--- src/rtl/bus_arbiter_rr.sv ---
// ---------------------------------------------------------------------------
// bus_arbiter_rr
//
// Shared-bus arbiter for MASTER_CH masters. Active-low requests are
// arbitrated into a registered, one-hot active-low grant. The arbitration
// policy is round-robin (PRIO_MODE = 0) or fixed priority with master 0
// highest (PRIO_MODE = 1). A granted master keeps the bus until it releases
// its request. There is no preemption.
//
// Optional feature macro: BUS_ARB_TIMEOUT_EN
//   When defined, a watchdog counts stalled cycles (address strobe asserted,
//   slave not ready). After TIMEOUT_CYC such cycles it revokes the grant and
//   pulses bus_err. When undefined, no counter is built and bus_err is 0.
//
// Ports
//   clk      in   clock
//   reset    in   asynchronous active-high reset
//   req_     in   [MASTER_CH]  per-master bus request, active low
//   s_as_    in   address strobe of the current owner (post-mux), active low
//   s_rdy_   in   slave ready (post-mux), active low
//   grnt_    out  [MASTER_CH]  one-hot active-low grant, registered
//   owner    out  [OWNER_W]    index of granted master, holds last when idle
//   busy     out  high while any grant is active
//   bus_err  out  one-cycle pulse when the watchdog revokes a grant
// ---------------------------------------------------------------------------
module bus_arbiter_rr #(
    parameter int MASTER_CH   = 4,
    parameter int PRIO_MODE   = 0,
    parameter int TIMEOUT_CYC = 255,
    localparam int OWNER_W    = (MASTER_CH > 1) ? $clog2(MASTER_CH) : 1
) (
    input  logic                 clk,
    input  logic                 reset,
    input  logic [MASTER_CH-1:0] req_,
    input  logic                 s_as_,
    input  logic                 s_rdy_,
    output logic [MASTER_CH-1:0] grnt_,
    output logic [OWNER_W-1:0]   owner,
    output logic                 busy,
    output logic                 bus_err
);

    typedef enum logic {
        IDLE  = 1'b0,
        GRANT = 1'b1
    } state_t;

    state_t               state_q, state_d;
    logic [MASTER_CH-1:0] grnt_q, grnt_d;
    logic [OWNER_W-1:0]   owner_q, owner_d;
    logic [OWNER_W-1:0]   ptr_q, ptr_d;
    logic                 busy_q, busy_d;

    logic [MASTER_CH-1:0] req_act;
    logic [OWNER_W-1:0]   winner;

    // Winner among active-high requests. Round-robin searches upward from
    // the index after ptr and wraps; fixed priority takes the lowest index.
    function automatic logic [OWNER_W-1:0] pick(
        input logic [MASTER_CH-1:0] req,
        input logic [OWNER_W-1:0]   ptr
    );
        logic [OWNER_W-1:0] win;
        logic               found;
        win   = '0;
        found = 1'b0;
        if (PRIO_MODE != 0) begin
            for (int j = 0; j < MASTER_CH; j++) begin
                if (!found && req[j]) begin
                    win   = OWNER_W'(j);
                    found = 1'b1;
                end
            end
        end else begin
            // First pass: indices above the pointer.
            for (int j = 0; j < MASTER_CH; j++) begin
                if (!found && req[j] && (j > int'(ptr))) begin
                    win   = OWNER_W'(j);
                    found = 1'b1;
                end
            end
            // Second pass: wrap around to indices at or below the pointer.
            for (int j = 0; j < MASTER_CH; j++) begin
                if (!found && req[j] && (j <= int'(ptr))) begin
                    win   = OWNER_W'(j);
                    found = 1'b1;
                end
            end
        end
        return win;
    endfunction

    assign req_act = ~req_;
    assign winner  = pick(req_act, ptr_q);

`ifdef BUS_ARB_TIMEOUT_EN
    logic [15:0] wd_cnt_q, wd_cnt_d;
    logic        bus_err_q, bus_err_d;
    logic        stall;

    assign stall = (state_q == GRANT) && !s_as_ && s_rdy_;
`endif

    always_comb begin
        state_d = state_q;
        grnt_d  = grnt_q;
        owner_d = owner_q;
        ptr_d   = ptr_q;
`ifdef BUS_ARB_TIMEOUT_EN
        wd_cnt_d  = '0;
        bus_err_d = 1'b0;
`endif

        case (state_q)
            IDLE: begin
                if (|req_act) begin
                    grnt_d  = ~({{(MASTER_CH-1){1'b0}}, 1'b1} << winner);
                    owner_d = winner;
                    ptr_d   = winner;
                    state_d = GRANT;
                end
            end
            GRANT: begin
                // The owner is never preempted; only its release moves the bus.
                if (!req_act[owner_q]) begin
                    if (|req_act) begin
                        grnt_d  = ~({{(MASTER_CH-1){1'b0}}, 1'b1} << winner);
                        owner_d = winner;
                        ptr_d   = winner;
                    end else begin
                        grnt_d  = '1;
                        state_d = IDLE;
                    end
                end
            end
            default: begin
                grnt_d  = '1;
                state_d = IDLE;
            end
        endcase

`ifdef BUS_ARB_TIMEOUT_EN
        // The count reaches TIMEOUT_CYC on the edge closing the Nth
        // consecutive stalled cycle. A ready slave in that cycle breaks the
        // stall, so ready always beats the watchdog.
        if (stall) begin
            if (wd_cnt_q == 16'(TIMEOUT_CYC - 1)) begin
                grnt_d    = '1;
                owner_d   = owner_q;
                ptr_d     = owner_q;
                state_d   = IDLE;
                bus_err_d = 1'b1;
                wd_cnt_d  = '0;
            end else if (grnt_d == grnt_q) begin
                wd_cnt_d = wd_cnt_q + 16'd1;
            end
        end
`endif

        busy_d = |(~grnt_d);
    end

    always_ff @(posedge clk or posedge reset) begin
        if (reset) begin
            state_q <= IDLE;
            grnt_q  <= '1;
            owner_q <= '0;
            ptr_q   <= OWNER_W'(MASTER_CH - 1);
            busy_q  <= 1'b0;
        end else begin
            state_q <= state_d;
            grnt_q  <= grnt_d;
            owner_q <= owner_d;
            ptr_q   <= ptr_d;
            busy_q  <= busy_d;
        end
    end

`ifdef BUS_ARB_TIMEOUT_EN
    always_ff @(posedge clk or posedge reset) begin
        if (reset) begin
            wd_cnt_q  <= '0;
            bus_err_q <= 1'b0;
        end else begin
            wd_cnt_q  <= wd_cnt_d;
            bus_err_q <= bus_err_d;
        end
    end

    assign bus_err = bus_err_q;
`else
    // Bus status inputs and the timeout limit have no function without the
    // watchdog.
    logic unused_wd;
    assign unused_wd = ^{s_as_, s_rdy_, 16'(TIMEOUT_CYC)};
    assign bus_err   = 1'b0;
`endif

    assign grnt_ = grnt_q;
    assign owner = owner_q;
    assign busy  = busy_q;

endmodule

--- config.mk ---
export PLATFORM = sky130hd
export DESIGN_NAME = bus_arbiter_rr
export DESIGN_NICKNAME = d
export VERILOG_FILES = /design/src/rtl/bus_arbiter_rr.sv
export SDC_FILE = /design/constraint.sdc
export NUM_CORES = 1
export LEC_CHECK = 0
export CELL_PAD_IN_SITES_DETAIL_PLACEMENT = 1
export CELL_PAD_IN_SITES_GLOBAL_PLACEMENT = 2
export CORE_MARGIN = 2
export CORE_UTILIZATION = 31
export CTS_BUF_LIST = sky130_fd_sc_hd__clkbuf_4
export DETAILED_ROUTE_END_ITERATION = 10
export PLACE_DENSITY = 0.85
export SETUP_SLACK_MARGIN = 0.5
export SYNTH_ARGS = -nofsm -noshare
export SYNTH_HDL_FRONTEND = slang
export SYNTH_SLANG_ARGS = --single-unit
--- constraint.sdc ---
create_clock -name clk -period 2.55 [get_ports clk]
set_clock_uncertainty 0.05 [all_clocks]
set_input_delay 0.3825 -clock clk [delete_from_list [all_inputs] [get_ports clk]]
set_output_delay 0.3825 -clock clk [all_outputs]
set_load 0.005 [all_outputs]
After elaboration in Yosys (flattened, before gate mapping)
Cells that the tools add are included.
{"block": "totals", "regBits": 10, "output_inout_bits": 8}
{"block": "op_classes", "n_reduce_logical": 20, "eq_ne": 1, "shift": 1, "n_lt_le_gt_ge": 7, "bitwise": 4, "mux": 28}
{"cell": "2-bit two-way mux", "n": 10}
{"cell": "1-bit logical AND", "n": 12}
{"cell": "4-bit two-way mux", "n": 3}
{"cell": "4-bit NOT", "n": 3}
{"cell": "1-bit two-way mux", "n": 10}
{"cell": "2-bit case mux with 2 select lines", "n": 2}
{"cell": "4-bit case mux with 2 select lines", "n": 1}
{"cell": "4-bit OR reduction", "n": 2}
{"cell": "1-bit logical NOT", "n": 6}
{"cell": "2-bit > comparator, first input constant", "n": 2}
{"cell": "2-bit <= comparator, first input constant", "n": 2}
{"cell": "1-bit by 2-bit left shift with 4-bit output, first input constant", "n": 1}
{"cell": "2-bit by 3-bit < comparator with 1-bit output, second input constant", "n": 1}
{"cell": "1-bit binary-select mux with 2-bit select", "n": 1}
{"cell": "1-bit by 2-bit > comparator with 1-bit output, first input constant", "n": 1}
{"cell": "1-bit by 2-bit <= comparator with 1-bit output, first input constant", "n": 1}
{"cell": "2-bit inequality test, second input constant", "n": 1}
{"cell": "1-bit case mux with 2 select lines", "n": 1}
{"cell": "1-bit NOT", "n": 1}

Longest topological paths before layout
Gate-level depths: netlist of run 1.
{"block": "logic_depth", "ltp_word": 33, "ltp_mapped": 6, "depth_no_buf": 5}

Worst setup path after synthesis of run 1
OpenSTA, ideal clock, no wires.
{"block": "synth_timing", "path_kind": "in2reg", "startpoint": "in req_[0]", "endpoint": "reg busy_q, in the netlist busy", "path_stages": 6, "arrival_time_ps": 1502, "t_required_ps": 2354, "path_slack_ps": 852, "cell_sequence": "buf_2 -> mux4_2 -> nand2b_4 -> nand2b_2 -> o2111a_1 -> nand4_1"}
{"block": "synth_via", "elab_chain_len": 22, "elab_cells_between_ends": 29}
{"item": "from (decl)", "line_no": "34", "text": "input logic [MASTER_CH-1:0] req_,"}
{"item": "4-bit NOT (*)", "line_no": "93", "text": "assign req_act = ~req_;"}
{"item": "1-bit logical AND", "line_no": "84", "text": "if (!found && req[j] && (j <= int'(ptr))) begin"}
{"item": "1-bit two-way mux", "line_no": "84"}
{"item": "1-bit logical NOT", "line_no": "84"}
{"item": "1-bit logical AND (2 in series)", "line_no": "84"}
{"item": "1-bit two-way mux", "line_no": "84"}
{"item": "1-bit logical NOT", "line_no": "84"}
{"item": "1-bit logical AND (2 in series)", "line_no": "84"}
{"item": "(+5 left out)"}
{"item": "1-bit by 2-bit left shift with 4-bit output", "line_no": "117, 127"}
{"item": "4-bit NOT", "line_no": "117, 127"}
{"item": "4-bit two-way mux", "line_no": "126", "text": "if (|req_act) begin"}
{"item": "4-bit two-way mux", "line_no": "125", "text": "if (!req_act[owner_q]) begin"}
{"item": "4-bit case mux with 2 select lines (*)", "line_no": "114", "text": "case (state_q)"}
{"item": "4-bit NOT (*)", "line_no": "160", "text": "busy_d = |(~grnt_d);"}
{"item": "4-bit OR reduction (*)", "line_no": "160"}
{"item": "net busy_d", "line_no": "52", "text": "logic busy_q, busy_d;"}
{"item": "to (signal assigned)", "line_no": "175", "text": "busy_q <= busy_d;"}
{"item": "to (decl)", "line_no": "52"}
Mark *: on every way through the listed nets, which the timed path passes. The rest lies on a longest branch. The select of a mux whose other input is x is not followed.
A chain may end at the register's enable or synchronous reset.

Worst setup path in the final report of run 1
Ends and elaborated chain as after synthesis.

==> results.toml, run 1 <==
[logic_synthesis]
synth_area_leaders = "dfstp_2 (25%), dfrtp_1 (16%), nand2_1 (6.6%)"
synth-adder-area-share_pct = 0
ys_async_sr_fraction_pct = 100
synth_top_family_by_area = "simple AND/OR/NAND/NOR gates"
synth_cell_type_count = 33
synth_nets = 78
yosys-top-cells-count = "nand2_1 (11), dfstp_2 (6), nor2_1 (6), o21ai_0 (6), dfrtp_1 (4)"
yosysTopAreaCell = "dfstp_2"
synthMuxAreaShare_pct = 5.23
syn-instance-count = 70
ys_warn_count = 0
yosys.area.top_type_share_pct = 25.4
syn_area_per_cell_sq_um = 8.88
ys_seq_elements = 10
syn_area_sq_um = 622
synth_simple_gate_area_share_pct = 25.4
synthFlopType = "dfstp_2"
ys_seq_area_share_pct = 41.4
synth_most_common_cell = "nand2_1"
synth_edf_count = 0
synthXorXnorAreaFrac_pct = 0
synth_compound_area_share_pct = 21.7

[worst_setup_path]
endpoint_kind = "flip-flop"
required_ns = 2.62
critPathLaunchType = "primary input"
worstSetupPathType = "in2reg"
path_cells = "clkdlybuf4s50_1, mux4_2, nand2b_4, nand2b_2, o2111a_1, nand4_1"
crit_arrival_ns = 1.99
cp_slowest_stage_delay_ns = 0.54
cp.buffers_inverters = 1
cp_top_family = "multiplexers"
cp_max_fo = 7
crit_slowest_cell = "mux4_2"

[sta]
tns_ns = 0
drv_slew = 0
max_freq_mhz = 522
finalSetupViolations = 0
whs_ns = 0.356
finalHoldViolations = 0
min_period_ns = 1.92
rsz0062_at_grt = "no"
finalCritPeriodShare_pct = 75.1

[placement]
io_buffers = 12
post-dp-hpwl_um = 1250
routabilityCongestion = 0.757
dpl.cell_count = 109

[global_route]
grt_use_total_pct = 15.8
grt_pass1_vias = 631
antenna_found_initial = 0
grt_first_pass_wirelength_um = 2880
grt-ovfl-total = 0
grt_max_degree = 11

[die]
num_rows = 16
dieWidth_um = 48.8
core-area_sq_um = 1920
io_pins = 16
dieHeight_um = 48.8
dieArea_sq_um = 2380
start_util_pct = 32.4

[clock_tree]
cts_sinks = 10
cts_hold_buf = 0
cts_buffers = 3
htree_num_levels = 1
post_cts_buffers = 0
cts_tree = "yes"
cts_root_buffer = "clkbuf_4"
path_clk_slew_ns = 0.06
clk_path_buf_depth = 2
clk_latency_ns = 0.26

[run]
drv_cap = 0

[detailed_routing]
drt_wl_total_um = 1580
ant_nets = 0
drcViolationCount = 0
viasPerCell = 5.05
vias = 566
wire_per_inst_um = 14.1
drt_first_iter_violations = 3
detail_route.first_pass.iterations = 3

[min_path]
hold_class = "in2async"

[finish]
diodes = 0
nNetsFinal = 95
area_growth_pct = 30.0
layout-drive-gt1-share_pct = 20.0
final_cells = 112

[pwr]
leakage_nw = 0.347
finalPower_w = 0.000872
power_density_nw_per_um2 = 1080
ir_drop_v = 0.000460

[run_status]
outcome = "complete, no violations"
-- final cells by class --
cell class	count	area [sq um]
timing repair buffer	15	148
clock buffer	3	22.5
tap	27	33.8
multi-input combinational	54	335
fill	254	1110
inverter	3	11.3
sequential	10	258
-- report_power, final --
part / internal, W / switching, W
logic: 0.000237 / 0.000191
registers: 0.000262 / 0.0000802
clock network: 0.0000542 / 0.0000482
-- kinds of logic (layout without fill, tap and decap cells) --
family	count (synthesis)	count (layout)
simple gates	31	31
compound gates	20	20
flops	10	10
buf+inv	6	21
mux	2	2
other cells	1	1
-- metrics by stage --
step | instance area, sq um | setup slack [ns] | util [%]
6_report | 808 | 0.634 | 42.1
5_1_grt | 808 | 0.549 | 42.1
4_1_cts | 797 | 0.557 | 41.5
3_5_place_dp | 774 | 0.290 | 40.3
3_3_place_gp | 774 | 0.315 | 40.3
2_1_floorplan | 622 | 0.852 | -
-- cells in the final DEF (no fill, tap or decap), types with 2 or more instances in the layout --
cell	n
a31oi_1	2
o21ai_1	2
clkdlybuf4s50_1	10
nand3_1	3
clkbuf_4	3
dfstp_2	6
buf_4	3
nand4_1	2
nand2_1	11
a21oi_1	2
dlymetal6s2s_1	2
and2_1	3
dfrtp_1	4
inv_1	3
nor2_1	6
o21ai_0	4
-- timing repair --
item	in CTS	in global routing
endpoints found under the setup margin	0	2
endpoints found under the hold margin	0	0
gates resized for setup	0	5
-- state kept, by name, indices dropped and copies added (netlist names) --
signal and count:
state_q 1, busy 1, grnt_ 4, ptr_q 2, owner 2
-- worst paths after layout --
kind                                 startpoint              endpoint  slack, ns  cells past startpoint
max                                     req_[0]        busy$_DFF_PP0_       0.63                      6
min                                       reset     state_q$_DFF_PP0_       0.36                      2
max reg2reg                owner[0]$_DFFE_PP0P_        busy$_DFF_PP0_       0.78                      5
min reg2reg                ptr_q[0]$_DFFE_PP1P_  ptr_q[0]$_DFFE_PP1P_       0.46                      2
max in group asynchronous                 reset  ptr_q[0]$_DFFE_PP1P_       1.77                      2
min in group clk           ptr_q[0]$_DFFE_PP1P_  ptr_q[0]$_DFFE_PP1P_       0.46                      2
-- per-layer routing --
layer	routed length, um	track usage (%)	vias to the layer above
li1	-	-	276
met1	671	18.1	278
met2	839	27.6	12
met3	72	6.13	0
met4	0	3.81	0
met5	0	0	-
Power figures use the tool's default switching activity.
==> run 2, diff against run 1 <==
--- a/config.mk
+++ b/config.mk
@@ -8,10 +8,10 @@
 export CELL_PAD_IN_SITES_DETAIL_PLACEMENT = 1
 export CELL_PAD_IN_SITES_GLOBAL_PLACEMENT = 2
 export CORE_MARGIN = 2
-export CORE_UTILIZATION = 31
+export CORE_UTILIZATION = 26
 export CTS_BUF_LIST = sky130_fd_sc_hd__clkbuf_4
 export DETAILED_ROUTE_END_ITERATION = 10
-export PLACE_DENSITY = 0.85
+export PLACE_DENSITY = 0.76
 export SETUP_SLACK_MARGIN = 0.5
 export SYNTH_ARGS = -nofsm -noshare
 export SYNTH_HDL_FRONTEND = slang
==> constraint.sdc (replaced) <==
create_clock -name clk -period 1.7 [get_ports clk]
set_clock_uncertainty 0.05 [all_clocks]
set_input_delay 0.255 -clock clk [delete_from_list [all_inputs] [get_ports clk]]
set_output_delay 0.255 -clock clk [all_outputs]
set_load 0.005 [all_outputs]
==> results.toml, run 2 (synthesized netlist as in run 1, its figures left out) <==
[finish]
largest_reg_flops = 4
diodes = 0
layout-drive-gt1-share_pct = 64.0
layout_commonest_cell = "buf_4"
final_util_pct = 50.8
fillerInstances = 254
area_growth_pct = 82.5
design_area_sq_um = 1130
nNetsFinal = 123
mostFrequentLayoutCells = "buf_4 (27), buf_6 (7), dfstp_2 (6)"

[detailed_routing]
vias = 700
drt_first_iter_violations = 3
viasPerCell = 4.93
ant_nets = 0
drcViolationCount = 0
wire_per_inst_um = 15.8
detail_route.first_pass.iterations = 4
drt_wl_total_um = 2240

[pwr]
switchingPower_w = 0.000765
switching_share_pct = 37.8
pwr-share-seq_pct = 23.8
p_clk_share_pct = 8.3
pwr-share-comb_pct = 67.9
leakage_nw = 0.512
power_density_nw_per_um2 = 1790
finalPower_w = 0.00203
p_int_w = 0.00126
ir_drop_v = 0.00116

[clock_tree]
clk_latency_ns = 0.27
htree_num_levels = 1
cts_sinks = 10
cts_root_buffer = "clkbuf_4"
path_clk_slew_ns = 0.07
cts_tree = "yes"
clk_path_buf_depth = 2
cts_buffers = 3

[min_path]
hold_class = "in2async"

[global_route]
grt_use_total_pct = 17.5
grt_first_pass_wirelength_um = 3500
grt_max_degree = 11
grt_pass1_vias = 749
grt-ovfl-total = 0
antenna_found_initial = 0

[worst_setup_path]
rr_startpoint = "owner[0]$_DFFE_PP0P_"
rr_worst_depth = 4
r2r-end = "busy$_DFF_PP0_"
path_cells = "mux4_2, buf_4, a221oi_4, nand4_1"
critPathLaunchType = "flip-flop"
ff2ff_setup_slack_ns = 0.05
worstSetupPathType = "reg2reg"
cp_max_fo = 2
crit_arrival_ns = 1.74
cp.buffers_inverters = 1
crit_path_start = "owner[0]$_DFFE_PP0P_"
cp_slowest_stage_delay_ns = 0.53
required_ns = 1.79
endpoint_kind = "flip-flop"
crit_slowest_cell = "mux4_2"
cp_top_family = "multiplexers"

[placement]
post-dp-hpwl_um = 1480
io_buffers = 12
routabilityCongestion = 0.767
post-place-ws_ns = -0.384
placed_cell_area_sq_um = 886

[sta]
max_freq_mhz = 606
drv_slew = 0
rsz0062_at_grt = "yes"
setup_ws_ns = 0.0503
whs_ns = 0.236
finalHoldViolations = 0
min_period_ns = 1.65
finalCritPeriodShare_pct = 97.0
finalSetupViolations = 0

[die]
dieWidth_um = 52.9
dieHeight_um = 52.9
num_rows = 17
start_util_pct = 27.8
core-area_sq_um = 2230
dieArea_sq_um = 2800
io_pins = 16

[run]
drv_cap = 0

[run_status]
outcome = "complete, no violations"
[run 2: cell count changes in the layout (fill, tap and decap cells not counted), moves of 3 or more]
cell and delta:
o21ai_0 -3, buf_6 +7, nand2_1 -8, clkdlybuf4s50_1 -9, buf_4 +24, dlygate4sd2_1 +4
nand2_2 +5, buf_2 +3
[run 2: final cells by class]
| cell class | instances | area, sq um | area share, % |
|---|---|---|---|
| Clock buffer | 3 | 22.5 | 1.98 |
| Clock inverter | 1 | 3.75 | 0.331 |
| Inverter | 3 | 11.3 | 0.992 |
| Multi-Input combinational cell | 54 | 453 | 39.9 |
| Sequential cell | 10 | 258 | 22.7 |
| Tap cell | 28 | 35.0 | 3.09 |
| Timing Repair Buffer | 43 | 352 | 31.0 |
[run 2: worst max-delay path by stage]
stage | end | slack (ns) | cells past startpoint
floorplan | busy$_DFF_PP0_ | 0.06 | 5
global placement | busy$_DFF_PP0_ | -0.34 | 4
detailed placement | busy$_DFF_PP0_ | -0.38 | 7
CTS | busy$_DFF_PP0_ | 0.06 | 6
global route | busy$_DFF_PP0_ | -0.03 | 6
finish | busy$_DFF_PP0_ | 0.05 | 4
[run 2: power by group through the flow]
stage | clock [W] | combinational [W] | sequential [W]
after floorplan | 0 | 0.000392 | 0.000494
after global placement | 0 | 0.000838 | 0.000491
after detailed placement | 0 | 0.000855 | 0.000494
after CTS | 0.000167 | 0.00109 | 0.000470
after global routing | 0.000185 | 0.00149 | 0.000490
final | 0.000168 | 0.00138 | 0.000482
[run 2: per-stage QoR]
| step | setup TNS, ns | std cells |
|---|---|---|
| floorplan | 0 | 70 |
| finish | 0 | 142 |
| CTS | 0 | 139 |
| global route | -0.0338 | 142 |
| detailed placement | -2.40 | 124 |
| global placement | -2.18 | 124 |
[run 2: per-layer routing]
layer  global-route usage (%)  part of all wire (%)
met1                     19.8                    41
met2                     32.3                    56
met3                     5.93                   3.2
met4                     2.56                     0
met5                        0                     0
[run 2: timing repair]
action | in CTS | in global routing
hold buffers | 0 | 0
setup buffers | 11 | 3
pin swaps | 4 | 10
resized for setup | 41 | 28
endpoints found under the setup margin | 17 | 17
[run 2: worst reg2reg max path, stage by stage, from the launching register on]
cell and delay (ns):
dfrtp_1 0.38, mux4_2 0.53, buf_4 0.17, a221oi_4 0.27, nand4_1 0.12
==> run 3, diff against run 2 <==
--- a/config.mk
+++ b/config.mk
@@ -11,6 +11,7 @@
 export CORE_UTILIZATION = 26
 export CTS_BUF_LIST = sky130_fd_sc_hd__clkbuf_4
 export DETAILED_ROUTE_END_ITERATION = 10
+export MAX_ROUTING_LAYER = met4
 export PLACE_DENSITY = 0.76
 export SETUP_SLACK_MARGIN = 0.5
 export SYNTH_ARGS = -nofsm -noshare
==> results.toml, run 3 (synthesized netlist as in run 1, its figures left out) <==
[finish]
multi_input_comb_area_sq_um = 453
fillerInstances = 254
area_growth_pct = 82.5
mostFrequentLayoutCells = "buf_4 (27), buf_6 (7), dfstp_2 (6)"
largest_reg_flops = 4
layout_commonest_cell = "buf_4"
nNetsFinal = 123
diodes = 0
seqCellArea_sq_um = 258
layout-drive-gt1-share_pct = 64.0
final_cells = 142

[sta]
drv_slew = 0
setup_ws_ns = 0.0503
finalCritPeriodShare_pct = 97.0
tns_ns = 0
min_period_ns = 1.65
finalSetupViolations = 0
max_freq_mhz = 606
finalHoldViolations = 0
rsz0062_at_grt = "yes"

[detailed_routing]
ant_nets = 0
vias = 700
detail_route.first_pass.iterations = 4
drt_first_iter_violations = 3
viasPerCell = 4.93
drcViolationCount = 0
drt_wl_total_um = 2240
wire_per_inst_um = 15.7

[clock_tree]
cts_tree = "yes"
htree_num_levels = 1
cts_sinks = 10
cts_buffers = 3
cts_root_buffer = "clkbuf_4"
cts_hold_buf = 0
path_clk_slew_ns = 0.07
clk_path_buf_depth = 2
clk_latency_ns = 0.27

[pwr]
switching_share_pct = 37.8
switchingPower_w = 0.000765
pwr-share-seq_pct = 23.8
finalPower_w = 0.00203
leakage_nw = 0.512
p_clk_share_pct = 8.3
pwr-share-comb_pct = 67.9
p_int_w = 0.00126
power_density_nw_per_um2 = 1790
ir_drop_v = 0.00116

[worst_setup_path]
required_ns = 1.79
critPathLaunchType = "flip-flop"
worstSetupPathType = "reg2reg"
endpoint_kind = "flip-flop"
cp_max_fo = 2
crit_arrival_ns = 1.74

[die]
num_rows = 17
start_util_pct = 27.8
dieHeight_um = 52.9
dieArea_sq_um = 2800
dieWidth_um = 52.9
io_pins = 16
core-area_sq_um = 2230

[global_route]
grt_max_degree = 11
grt-ovfl-total = 0
grt_first_pass_wirelength_um = 3490
antenna_found_initial = 0
grt_pass1_vias = 752
grt_use_total_pct = 18.0

[placement]
post-place-ws_ns = -0.384
dpl.cell_count = 124
post-dp-hpwl_um = 1480
routabilityCongestion = 0.777
io_buffers = 12

[min_path]
hold_class = "in2async"

[run_status]
outcome = "complete, no violations"

[run]
drv_cap = 0
## run 3: area by class of cell
type,count,share of cell area (%)
inverter,3,0.992
timing repair buffer,43,31.0
clock inverter,1,0.331
multi-input combinational,54,39.9
sequential,10,22.7
clock buffer,3,1.98
tap,28,3.09
## run 3: power groups by stage
stage,combinational (W),sequential (W),clock [W]
after floorplan,0.000392,0.000494,0
after global placement,0.000838,0.000491,0
after detailed placement,0.000855,0.000494,0
after CTS,0.00109,0.000470,0.000167
after global routing,0.00149,0.000490,0.000185
final,0.00138,0.000482,0.000168
## run 3: per-layer routing
metal / up-vias / global-route usage [%] / wire length [um]
met1: 356 / 19.8 / 919
met5: - / - / 0
met2: 9 / 32.3 / 1250
li1: 335 / - / -
met4: 0 / 2.56 / 0
met3: 0 / 5.93 / 70
## run 3: path summary, 6_finish.rpt
check                      slack [ns]                   end  cells past startpoint            startpoint
hold / removal                   0.24  owner[0]$_DFFE_PP0P_                      2                 reset
max in group asynchronous        1.04    grnt_[3]$_DFF_PP1_                      2                 reset
setup reg to reg                 0.05        busy$_DFF_PP0_                      4  owner[0]$_DFFE_PP0P_
hold reg to reg                  0.58  ptr_q[0]$_DFFE_PP1P_                      3  ptr_q[0]$_DFFE_PP1P_
min in group clk                 0.58  ptr_q[0]$_DFFE_PP1P_                      3  ptr_q[0]$_DFFE_PP1P_
setup / recovery                 0.05        busy$_DFF_PP0_                      4  owner[0]$_DFFE_PP0P_
## run 3: per-stage QoR
| stage | area [sq um] | util, % | hold WS [ns] |
|---|---|---|---|
| after global routing | 1130 | 50.8 | 0.288 |
| final | 1130 | 50.8 | 0.237 |
| after floorplan | 627 | - | 0.0409 |
| after CTS | 1020 | 45.7 | 0.230 |
| after global placement | 886 | 39.7 | 0.497 |
| after detailed placement | 886 | 39.7 | 0.516 |
## run 3: worst max-delay path, stage by stage (launching register included)
cell	delay (ns)
dfrtp_1	0.38
mux4_2	0.53
buf_4	0.17
a221oi_4	0.27
nand4_1	0.12
## run 3: timing repair
action,CTS,global route
gates resized for setup,41,28
endpoints found under the setup margin,17,17
pin swaps,4,10
setup buffers,11,3
